===== src/rtl/ms_timer.sv =====
// ms_timer: millisecond countdown fed by the register-file timer fields.
// Reports a sticky done flag, a busy flag and a one-cycle irq on expiry.
module ms_timer #(
    parameter int unsigned CLK_HZ       = 27000000,
    parameter int unsigned TICKS_PER_MS = CLK_HZ / 1000
) (
    input  logic        clk,
    input  logic        rst,
    input  logic [15:0] time_ms,
    input  logic        start,
    input  logic        irq_enable,
    output logic        done,
    output logic        busy,
    output logic        irq
);
    localparam int unsigned PRESC_W = (TICKS_PER_MS > 1) ? $clog2(TICKS_PER_MS) : 1;
    localparam logic [PRESC_W-1:0] PRESC_MAX = PRESC_W'(TICKS_PER_MS - 1);

    logic               start_q, start_d;
    logic [PRESC_W-1:0] presc_q, presc_d;
    logic [15:0]        remaining_q, remaining_d;
    logic               busy_q, busy_d;
    logic               done_q, done_d;
    logic               irq_q, irq_d;
    logic               start_edge;

    assign start_edge = start & ~start_q;

    always_comb begin
        start_d     = start;
        presc_d     = presc_q;
        remaining_d = remaining_q;
        busy_d      = busy_q;
        done_d      = done_q;
        irq_d       = 1'b0;

        // A start edge outranks everything, including an expiry in the same cycle.
        if (start_edge) begin
            presc_d = '0;
            if (time_ms != 16'd0) begin
                remaining_d = time_ms;
                busy_d      = 1'b1;
                done_d      = 1'b0;
            end else begin
                remaining_d = 16'd0;
                busy_d      = 1'b0;
                done_d      = 1'b1;
                irq_d       = irq_enable;
            end
        end else if (busy_q) begin
            if (presc_q == PRESC_MAX) begin
                presc_d = '0;
                if (remaining_q == 16'd1) begin
                    remaining_d = 16'd0;
                    busy_d      = 1'b0;
                    done_d      = 1'b1;
                    irq_d       = irq_enable;
                end else begin
                    remaining_d = remaining_q - 16'd1;
                end
            end else begin
                presc_d = presc_q + 1'b1;
            end
        end
    end

    always_ff @(posedge clk) begin
        if (rst) begin
            start_q     <= 1'b0;
            presc_q     <= '0;
            remaining_q <= 16'd0;
            busy_q      <= 1'b0;
            done_q      <= 1'b0;
            irq_q       <= 1'b0;
        end else begin
            start_q     <= start_d;
            presc_q     <= presc_d;
            remaining_q <= remaining_d;
            busy_q      <= busy_d;
            done_q      <= done_d;
            irq_q       <= irq_d;
        end
    end

    assign done = done_q;
    assign busy = busy_q;
    assign irq  = irq_q;
endmodule

===== config.mk =====
export PLATFORM = sky130hd
export DESIGN_NAME = ms_timer
export DESIGN_NICKNAME = d
export VERILOG_FILES = /design/src/rtl/ms_timer.sv
export SDC_FILE = /design/constraint.sdc
export NUM_CORES = 1
export LEC_CHECK = 0
export ABC_CLOCK_PERIOD_IN_PS = 4150
export CAP_MARGIN = 15
export CORE_ASPECT_RATIO = 1.4
export CORE_MARGIN = 4
export CORE_UTILIZATION = 30
export CTS_CLUSTER_DIAMETER = 30
export DETAILED_ROUTE_END_ITERATION = 16
export PLACE_DENSITY = 0.55
export RECOVER_POWER = 100
export SYNTH_ARGS = -nofsm -noshare
export SYNTH_HDL_FRONTEND = slang
export SYNTH_SLANG_ARGS = --single-unit

===== constraint.sdc =====
create_clock -name clk -period 4.15 [get_ports clk]
set_clock_uncertainty 0.1 [all_clocks]
set_input_delay 0.6225 -clock clk [delete_from_list [all_inputs] [get_ports clk]]
set_output_delay 0.6225 -clock clk [all_outputs]
set_load 0.02 [all_outputs]

Word level (Yosys, flattened, before mapping)
Index checks and enable logic that the tools add are counted.
{"block": "word_totals", "elab_cells": 40, "out_inout_bits": 3, "reg_bits": 35, "inputBits": 20}
{"block": "classes", "add_sub_neg": 2, "eq_ne": 2, "n_reduce_logical": 7, "n_bitwise": 2, "mux": 21}
{"operator": "16-bit 2-to-1 mux", "n": 5}
{"operator": "16-bit by 1-bit == test with 1-bit output (second input constant)", "n": 1}
{"operator": "16-bit nonzero test", "n": 1}
{"operator": "16-bit by 1-bit subtractor with 16-bit output (second input constant)", "n": 1}
{"operator": "15-bit by 1-bit adder with 15-bit output (second input constant)", "n": 1}
{"operator": "15-bit == test (second input constant)", "n": 1}
{"operator": "1-bit 2-to-1 mux", "n": 15}
{"operator": "15-bit 2-to-1 mux", "n": 1}
{"operator": "2-bit nonzero test", "n": 3}
{"operator": "3-bit AND reduction", "n": 1}
{"operator": "2-bit AND reduction", "n": 1}
{"operator": "2-bit OR reduction", "n": 1}
{"operator": "1-bit bitwise AND", "n": 1}
{"operator": "1-bit inverter", "n": 1}

Longest topological paths before layout
Gate-level depths: netlist of run 1.
{"block": "logic_depth", "depth_word": 5, "depth_mapped": 9, "ltp_nobuf": 7}

Worst setup path after synthesis of run 1
No wires, ideal clock.
{"block": "synth_timing", "path_type": "register to register", "from": "register busy_q (netlist: busy)", "to": "register remaining_q[12]", "period_less_slack_ps": 1882, "stages_incl_launch_ff": 9, "t_arrival_ps": 1650, "setup_ps": 132, "path_slack_ps": 2268, "required_ps": 3918, "n_path_buf": 3, "path_cell_list": "dfxtp_1 -> buf_2 -> and3_1 -> nand4_2 -> and2_1 -> buf_6 -> buf_6 -> a221oi_2 -> nor3_1"}
{"block": "synth_between", "elab_chain_cells": 2}
{"item": "start: declaration", "line": "22", "rtl": "logic busy_q, busy_d;"}
{"item": "start signal: assignment", "line": "79", "rtl": "busy_q <= busy_d;"}
{"item": "2-bit nonzero test (no line)"}
{"item": "2-bit AND reduction (no line)"}
{"item": "end signal: assignment", "line": "78", "rtl": "remaining_q <= remaining_d;"}
{"item": "end: declaration", "line": "21", "rtl": "logic [15:0] remaining_q, remaining_d;"}
No other way between the ends.
A chain may end at the register's enable or synchronous reset.

Worst setup path in the final report of run 1
{"block": "layout_timing", "from": "register presc_q[0]", "to": "register presc_q[11]"}
{"block": "layout_between", "elab_chain_cells": 2, "word_cells_on_any_way": 3, "classes_between": "add/sub: 1; eq/ne: 1; mux: 1"}
{"item": "start: declaration", "line": "20", "rtl": "logic [PRESC_W-1:0] presc_q, presc_d;"}
{"item": "start signal: assignment", "line": "77", "rtl": "presc_q <= presc_d;"}
{"item": "15-bit by 1-bit adder with 15-bit output / 15-bit == test (equally long branches)", "line": "62, 51"}
{"item": "15-bit 2-to-1 mux (*)", "line": "51", "rtl": "if (presc_q == PRESC_MAX) begin"}
Every way passes the cells marked *; elsewhere a longest branch is shown, timed or not.

==> flow_summary.ini, run 1 <==
[run_status]
status = finished clean

[die]
dieArea_um2 = 7930
ios = 23
core-area_um2 = 6300
initial_utilization = 0.312
rows = 34
die_w_um = 76.4
die_h_um = 104

[worst_hold_path]
hold_class = flip-flop to flip-flop
hold_depth = 1
holdPathEnd = done
min_from = done

[routing]
routed_wl_um = 5130
drt_iter0_drc = 141
drc = 0
detailedRoute.firstPassIterationCount = 4
ant_nets = 0
vias_per_cell = 5.52
routedWlPerCell_um = 15.6
vias = 1809

[logic_synthesis]
yosysUniqueCellTypes = 45
synth-seq-cells = 35
syn_avg_cell_area_um2 = 8.25
ys_seq_area_frac = 0.357
synth-edff-count = 0
syn-num-nets = 261
synthesis.instances = 238
yosysWarnings = 0
synth.cell_area_um2 = 1960
ys.flop_type = dfxtp_1
postSynth.asyncResetShare = 0

[timing]
slew_headroom = 0.346
slew_viol_final = 0
period_share = 0.690
worst_pin_slew_ns = 0.978
period_minus_slack_ns = 2.86
fmax_mhz = 349
finalSetupViolCount = 0
hold_viol_final = 0
setup_tns_ns = 0
rsz0062_at_grt = no

[global_routing]
busiest_layer = met2
use_met3 = 0.0399
met1_usage = 0.161
grt_use_total = 0.135
grt_pass1_wl_um = 8780
grtUsageMet2 = 0.232
grt_pass1_vias = 1827
grt_max_degree = 24
grt_overflow_total = 0
antenna_found_initial = 1

[clock_network]
clockBufferDepth = 2
post_cts_buffers = 0
cts_buffers = 5
clock_latency_ns = 0.29
cts_root_buf = clkbuf_8
numClockSinks = 35
cts-resized-gates = 0
cts_hold_buf = 0
clk_pin_slew_ns = 0.07
htreeDepth = 2
cts_tree = built

[power_and_ir_drop]
peakVddDrop_uv = 144
p_per_area_nw_per_um2 = 351
p_leak_nw = 0.771

[setup_path]
start_kind = flip-flop
arrival_ns = 2.96
critPathMaxFanout = 16
rr_endpoint = presc_q[11]
critPathKind = flip-flop to flip-flop
reg2reg_depth = 6
required_ns = 4.25
r2r_slack_ns = 1.29
r2r_start = presc_q[0]
cp-end-kind = flip-flop

[job]
max-cap-violations = 0

[final_layout]
utilization = 0.361
drive_above_1_share = 0.0510
areaGrowthSynthToFinish_pct = 15.8
nNetsFinal = 278

[place]
place_hpwl_um = 3680
place.port_buffers = 22
gp_congestion = 0.803
-- cell type report --
class | count | area (um2)
Clock buffer | 6 | 82.6
Multi-Input combinational cell | 183 | 1140
Inverter | 6 | 22.5
Tap cell | 72 | 90.1
Clock inverter | 1 | 5.00
Timing Repair Buffer | 24 | 235
Sequential cell | 35 | 701
Fill cell | 682 | 4020
Antenna cell | 1 | 2.50
-- cell families (layout without fill, tap and decap cells) --
logic type                 count (synthesis)  count (layout)  share of synthesized area
DFF                                       35              35                      0.357
AOI/OAI and AO/OA                         41              41                      0.149
buffers and inverters                     20              37                     0.0560
other                                      0               1                          0
adders and majority gates                  3               3                     0.0191
muxes                                      1               1                    0.00510
xor gates and xnor gates                  18              18                     0.0803
and+or+nand+nor                          120             120                      0.334
-- through the flow --
stage	instances	instance area, um2	hold slack [ns]	setup WS, ns	power, mW
floorplan	238	1960	0.354	2.27	0.502
global placement	320	2200	0.363	1.43	0.554
detailed placement	320	2200	0.367	1.38	0.555
CTS	327	2290	0.391	1.65	0.810
global route	328	2270	0.404	1.01	0.848
finish	328	2270	0.377	1.29	0.799
-- state kept, by name, summed over array words and instances (netlist names) --
signal,flops
done,1
start_q,1
presc_q,15
irq,1
remaining_q,16
busy,1
-- synthesized netlist by cell type, types with 6 or more instances --
library cell	n	area (um2)
xnor2_1	11	96.3
dfxtp_1	35	701
nor3_1	17	85.1
inv_1	6	22.5
nand3_1	7	35.0
o21ai_1	6	30.0
nor2_1	32	120
nand4_1	9	56.3
nor4_1	9	56.3
a21oi_1	9	45.0
xor2_1	7	61.3
nand2_1	18	67.6
-- critical path, cell delays in order (launching register included) --
cell and delay [ns]:
dfxtp_1 0.35, ha_1 0.24, and3_1 0.23, nand4_1 0.29, and2_0 0.76, nand2b_1 0.55, nor2_1 0.25
-- cells in the final DEF, fill, tap and decap left out, types with 4 or more instances in the layout --
cell type        count
nand3_1              7
inv_1                6
dfxtp_1             35
nor4_1               9
and3_1               5
nand2_1             18
xnor2_1             11
a21oi_1              9
xor2_1               7
nor3_1              17
clkbuf_8             6
nand4_1             10
dlygate4sd3_1        4
a31oi_1              4
a221oi_1             4
nor2_1              33
clkdlybuf4s50_1     18
nand2b_1             6
-- routing by layer --
metal / vias to the layer above / part of all wire
met4: 0 / 0.014
met2: 43 / 0.50
met3: 6 / 0.053
met1: 857 / 0.43
met5: - / 0
li1: 903 / -
-- report_power, final --
group          total (mW)  switching, mW  internal, mW  leakage, nW
Sequential          0.372         0.0199         0.352        0.285
Combinational       0.173         0.0965        0.0764        0.439
Clock               0.254          0.124         0.130       0.0471
-- how the worst max path moves through the flow --
stage | from | endpoint | slack [ns] | depth (start not counted)
2_1_floorplan | busy | remaining_q[12] | 2.27 | 8
3_3_place_gp | start | remaining_q[1] | 1.43 | 5
3_5_place_dp | start | remaining_q[0] | 1.38 | 5
4_1_cts | remaining_q[6] | remaining_q[8] | 1.65 | 5
5_1_grt | presc_q[0] | presc_q[11] | 1.01 | 6
6_report | presc_q[0] | presc_q[11] | 1.29 | 6
Note: power is estimated with default switching activity, not from simulation.
==> inputs of run 2 (changes only) <==
--- a/config.mk
+++ b/config.mk
@@ -5,7 +5,7 @@
 export SDC_FILE = /design/constraint.sdc
 export NUM_CORES = 1
 export LEC_CHECK = 0
-export ABC_CLOCK_PERIOD_IN_PS = 4150
+export ABC_CLOCK_PERIOD_IN_PS = 2880
 export CAP_MARGIN = 15
 export CORE_ASPECT_RATIO = 1.4
 export CORE_MARGIN = 4
==> constraint.sdc (replaced) <==
create_clock -name clk -period 2.88 [get_ports clk]
set_clock_uncertainty 0.1 [all_clocks]
set_input_delay 0.432 -clock clk [delete_from_list [all_inputs] [get_ports clk]]
set_output_delay 0.432 -clock clk [all_outputs]
set_load 0.02 [all_outputs]
==> run 2 against run 1 <==
  * Global-route usage down 0.19 points
  * Largest power group unchanged
  * Critical path type unchanged
  * Total power up 48%
  * Sequential power is 43% higher
  * Final area up 1.5%
  * Die area unchanged
  * First-iteration DRC count grew 30%
  * Clock power grew 56%
==> flow_summary.ini, run 2 (synthesis results as in run 1) <==
[setup_path]
path_buf_inv = 1
cp-startpoint = remaining_q[6]
crit_slowest_cell = nor4_2
required_ns = 2.95
critPathCapture = remaining_q[1]
cp-end-kind = flip-flop
crit_family = simple AND/OR/NAND/NOR gates
critPathMaxFanout = 8
crit_top_cell = a211oi_1
critPathKind = flip-flop to flip-flop
start_kind = flip-flop
reg2reg_depth = 6
crit_cells = 6
r2r_slack_ns = 0.43
critPathMaxStageDelay_ns = 0.70
rr_endpoint = remaining_q[1]
path_cells = nor4_2 -> and4_1 -> buf_4 -> nor3_1 -> a211oi_1 -> a211oi_1
r2r_start = remaining_q[6]
arrival_ns = 2.52

[place]
place.port_buffers = 22
place_hpwl_um = 3720
post_dp_cell_area_um2 = 2240
gp_congestion = 0.829

[power_and_ir_drop]
power_frac_seq = 0.450
peakVddDrop_uv = 209
combPwrFrac = 0.216
p_per_area_nw_per_um2 = 513
internal_power_mw = 0.838
p_leak_nw = 0.796
power_frac_clock = 0.334
switching_share = 0.292
switchingPower_mw = 0.346

[clock_network]
clk_pin_slew_ns = 0.07
clock_latency_ns = 0.28
cts_hold_buf = 0
cts_tree = built
cts_buffers = 5
htreeDepth = 2
cts_root_buf = clkbuf_8
post_cts_buffers = 0
clockBufferDepth = 2
cts-resized-gates = 0
numClockSinks = 35

[global_routing]
grt_overflow_total = 0
grt_max_degree = 22
grt_pass1_wl_um = 8710
grt_use_total = 0.133
grt_pass1_vias = 1831
antenna_found_initial = 0

[timing]
worst_pin_slew_ns = 0.739
finalSetupViolCount = 0
setup_tns_ns = 0
rsz0062_at_grt = no
hold_viol_final = 0
period_minus_slack_ns = 2.45
period_share = 0.851
fmax_mhz = 408
slew_headroom = 0.503
slew_viol_final = 0

[final_layout]
areaGrowthSynthToFinish_pct = 17.6
nNetsFinal = 283
drive_above_1_share = 0.0690
fill_cells = 661
multi_input_area_um2 = 1120
regMostFlops = remaining_q
diodes = 0
fin_area_um2 = 2310
largest_reg_flops = 16
mostFrequentLayoutCells = 35 x dfxtp_1, 32 x nor2_1, 18 x nand2_1, 18 x clkdlybuf4s50_1, 17 x nor3_1
layout_commonest_cell = dfxtp_1
seqCellArea_um2 = 701
reg.largest.list = remaining_q: 16 flops, presc_q: 15 flops

[job]
max-cap-violations = 0

[routing]
vias = 1848
ant_nets = 0
routed_wl_um = 5140
vias_per_cell = 5.55
drt_iter0_drc = 184
drc = 0
detailedRoute.firstPassIterationCount = 6
routedWlPerCell_um = 15.4

[die]
rows = 34
ios = 23
initial_utilization = 0.312
core-area_um2 = 6300
die_w_um = 76.4
dieArea_um2 = 7930
die_h_um = 104

[worst_hold_path]
hold_class = flip-flop to flip-flop

[run_status]
status = finished clean
-- run 2: stage by stage --
| stage | setup slack, ns | utilization | total power, mW | std cells | hold WS, ns |
|---|---|---|---|---|---|
| 5_1_grt | 0.318 | 0.367 | 1.25 | 333 | 0.394 |
| 4_1_cts | 0.655 | 0.372 | 1.20 | 333 | 0.388 |
| 2_1_floorplan | 0.998 | - | 0.723 | 238 | 0.354 |
| 6_report | 0.429 | 0.367 | 1.18 | 333 | 0.374 |
| 3_3_place_gp | 0.583 | 0.356 | 0.806 | 325 | 0.361 |
| 3_5_place_dp | 0.582 | 0.356 | 0.805 | 325 | 0.367 |
-- run 2: power by group through the flow --
stage / registers, mW / logic, mW / clock network [mW]
floorplan: 0.540 / 0.183 / 0
global placement: 0.544 / 0.262 / 0
detailed placement: 0.545 / 0.261 / 0
CTS: 0.533 / 0.263 / 0.403
global route: 0.536 / 0.284 / 0.427
finish: 0.533 / 0.256 / 0.396
-- run 2: metal layers --
metal	part of all wire	routed length (um)	global-route usage
met3	0.055	284	0.0391
met5	0	0	0
met1	0.43	2230	0.162
met4	0.013	69	0.0466
met2	0.50	2560	0.223
-- run 2: cell type report --
type	instances	share of cell area
Timing Repair Buffer	29	0.118
Clock buffer	8	0.0433
Sequential cell	35	0.303
Multi-Input combinational cell	183	0.486
Inverter	6	0.00975
Tap cell	72	0.0390
-- run 2: worst min path at each step --
stage	startpoint	end	slack (ns)	cells past startpoint
after CTS	remaining_q[5]	remaining_q[5]	0.39	2
after global routing	done	done	0.39	1
final	done	done	0.37	1
after detailed placement	done	done	0.37	1
after floorplan	remaining_q[5]	remaining_q[5]	0.35	2
after global placement	done	done	0.36	1
==> inputs of run 3 (changes only) <==
--- a/config.mk
+++ b/config.mk
@@ -8,7 +8,7 @@
 export ABC_CLOCK_PERIOD_IN_PS = 2880
 export CAP_MARGIN = 15
 export CORE_ASPECT_RATIO = 1.4
-export CORE_MARGIN = 4
+export CORE_MARGIN = 2
 export CORE_UTILIZATION = 30
 export CTS_CLUSTER_DIAMETER = 30
 export DETAILED_ROUTE_END_ITERATION = 16
==> run 3 against run 2 <==
  * Combinational power rose by 2%
  * Sequential share of layout area did not move
  * Largest cell class unchanged
  * Final cell count rose by 0.30%
  * Maximum frequency rose by 0.97%
  * Total power fell by 3.1%
==> flow_summary.ini, run 3 (synthesis results as in run 1) <==
[setup_path]
critPathKind = flip-flop to flip-flop
arrival_ns = 2.53
cp-end-kind = flip-flop
critPathMaxFanout = 9
start_kind = flip-flop
required_ns = 2.98

[timing]
period_minus_slack_ns = 2.43
setup_tns_ns = 0
period_share = 0.843
worst_pin_slew_ns = 0.698
finalSetupViolCount = 0
slew_viol_final = 0
hold_slack_ns = 0.387
fmax_mhz = 412
rsz0062_at_grt = no
hold_viol_final = 0
slew_headroom = 0.531

[global_routing]
antenna_found_initial = 0
met1_usage = 0.169
grt_max_degree = 22
grt_overflow_total = 0
grtUsageMet2 = 0.262
grt_pass1_wl_um = 8600
grt_use_total = 0.150
grt_pass1_vias = 1841
busiest_layer = met2
use_met3 = 0.0334

[final_layout]
fin_area_um2 = 2310
fill_cells = 666
reg.largest.list = remaining_q: 16 flops, presc_q: 15 flops
utilization = 0.367
drive_above_1_share = 0.0687
areaGrowthSynthToFinish_pct = 17.6
layout_commonest_cell = dfxtp_1
diodes = 0
multi_input_area_um2 = 1140
largest_reg_flops = 16
mostFrequentLayoutCells = 35 x dfxtp_1, 32 x nor2_1, 18 x nand2_1, 18 x clkdlybuf4s50_1, 17 x nor3_1
seqCellArea_um2 = 701
nNetsFinal = 284
regMostFlops = remaining_q

[routing]
ant_nets = 0
drc = 0
detailedRoute.firstPassIterationCount = 4
routed_wl_um = 5140
vias = 1833
vias_per_cell = 5.49
routedWlPerCell_um = 15.4
drt_iter0_drc = 125

[clock_network]
cts_root_buf = clkbuf_8
post_cts_buffers = 0
clock_latency_ns = 0.29
cts-resized-gates = 0
cts_tree = built
cts_buffers = 5
cts_hold_buf = 0
htreeDepth = 2
clockBufferDepth = 2
numClockSinks = 35
clk_pin_slew_ns = 0.08

[run_status]
status = finished clean

[place]
place_hpwl_um = 3760
place.port_buffers = 22
gp_congestion = 0.842
post_dp_cell_area_um2 = 2250

[die]
initial_utilization = 0.312
die_w_um = 72.4
ios = 23
core-area_um2 = 6300
rows = 34
die_h_um = 99.7
dieArea_um2 = 7220

[power_and_ir_drop]
finalPower_mw = 1.15
p_leak_nw = 0.796
p_per_area_nw_per_um2 = 497
peakVddDrop_uv = 162

[worst_hold_path]
hold_class = flip-flop to flip-flop

[job]
max-cap-violations = 0
==> run 3: changes by cell type in the layout (fill, tap and decap cells not counted), sizes merged <==
cell	previous run	this run
buf	7	6
clkinv	0	1
clkinvlp	0	1
==> run 3: final timing paths <==
path | depth (start not counted) | to | start | slack (ns)
setup / recovery | 7 | remaining_q[1] | presc_q[0] | 0.45
setup reg to reg | 7 | remaining_q[1] | presc_q[0] | 0.45
hold reg to reg | 2 | remaining_q[5] | remaining_q[5] | 0.39
hold / removal | 2 | remaining_q[5] | remaining_q[5] | 0.39
==> run 3: cell type report <==
cell class              instances  area share
inverters                       6     0.00975
repair buffers                 30       0.118
multi-input cells             183       0.493
clock buffers                   6      0.0314
flip-flops and latches         35       0.303
well taps                      72      0.0390
clock inverters                 2     0.00542
==> run 3: worst max-delay path, cell delays in order, from the launching register on <==
cell and delay, ns:
dfxtp_1 0.35, ha_1 0.24, and3_1 0.23, nand4_2 0.19, and2_0 0.47, clkbuf_1 0.40
a211oi_1 0.09, a211oi_1 0.26
==> run 3: through the flow <==
step | std cells | setup WS (ns)
2_1_floorplan | 238 | 0.998
6_report | 334 | 0.453
3_3_place_gp | 326 | 0.574
4_1_cts | 334 | 0.627
3_5_place_dp | 326 | 0.557
5_1_grt | 334 | 0.259
==> run 3: where the power goes <==
part / internal [mW] / switching [mW] / leakage, nW
combinational: 0.117 / 0.145 / 0.469
sequential: 0.507 / 0.0263 / 0.285
clock: 0.169 / 0.182 / 0.0412
==> run 3: layer usage <==
metal | vias to the layer above | share of wire
li1 | 917 | -
met5 | - | 0
met2 | 48 | 0.51
met1 | 857 | 0.42
met4 | 0 | 0.017
met3 | 11 | 0.054
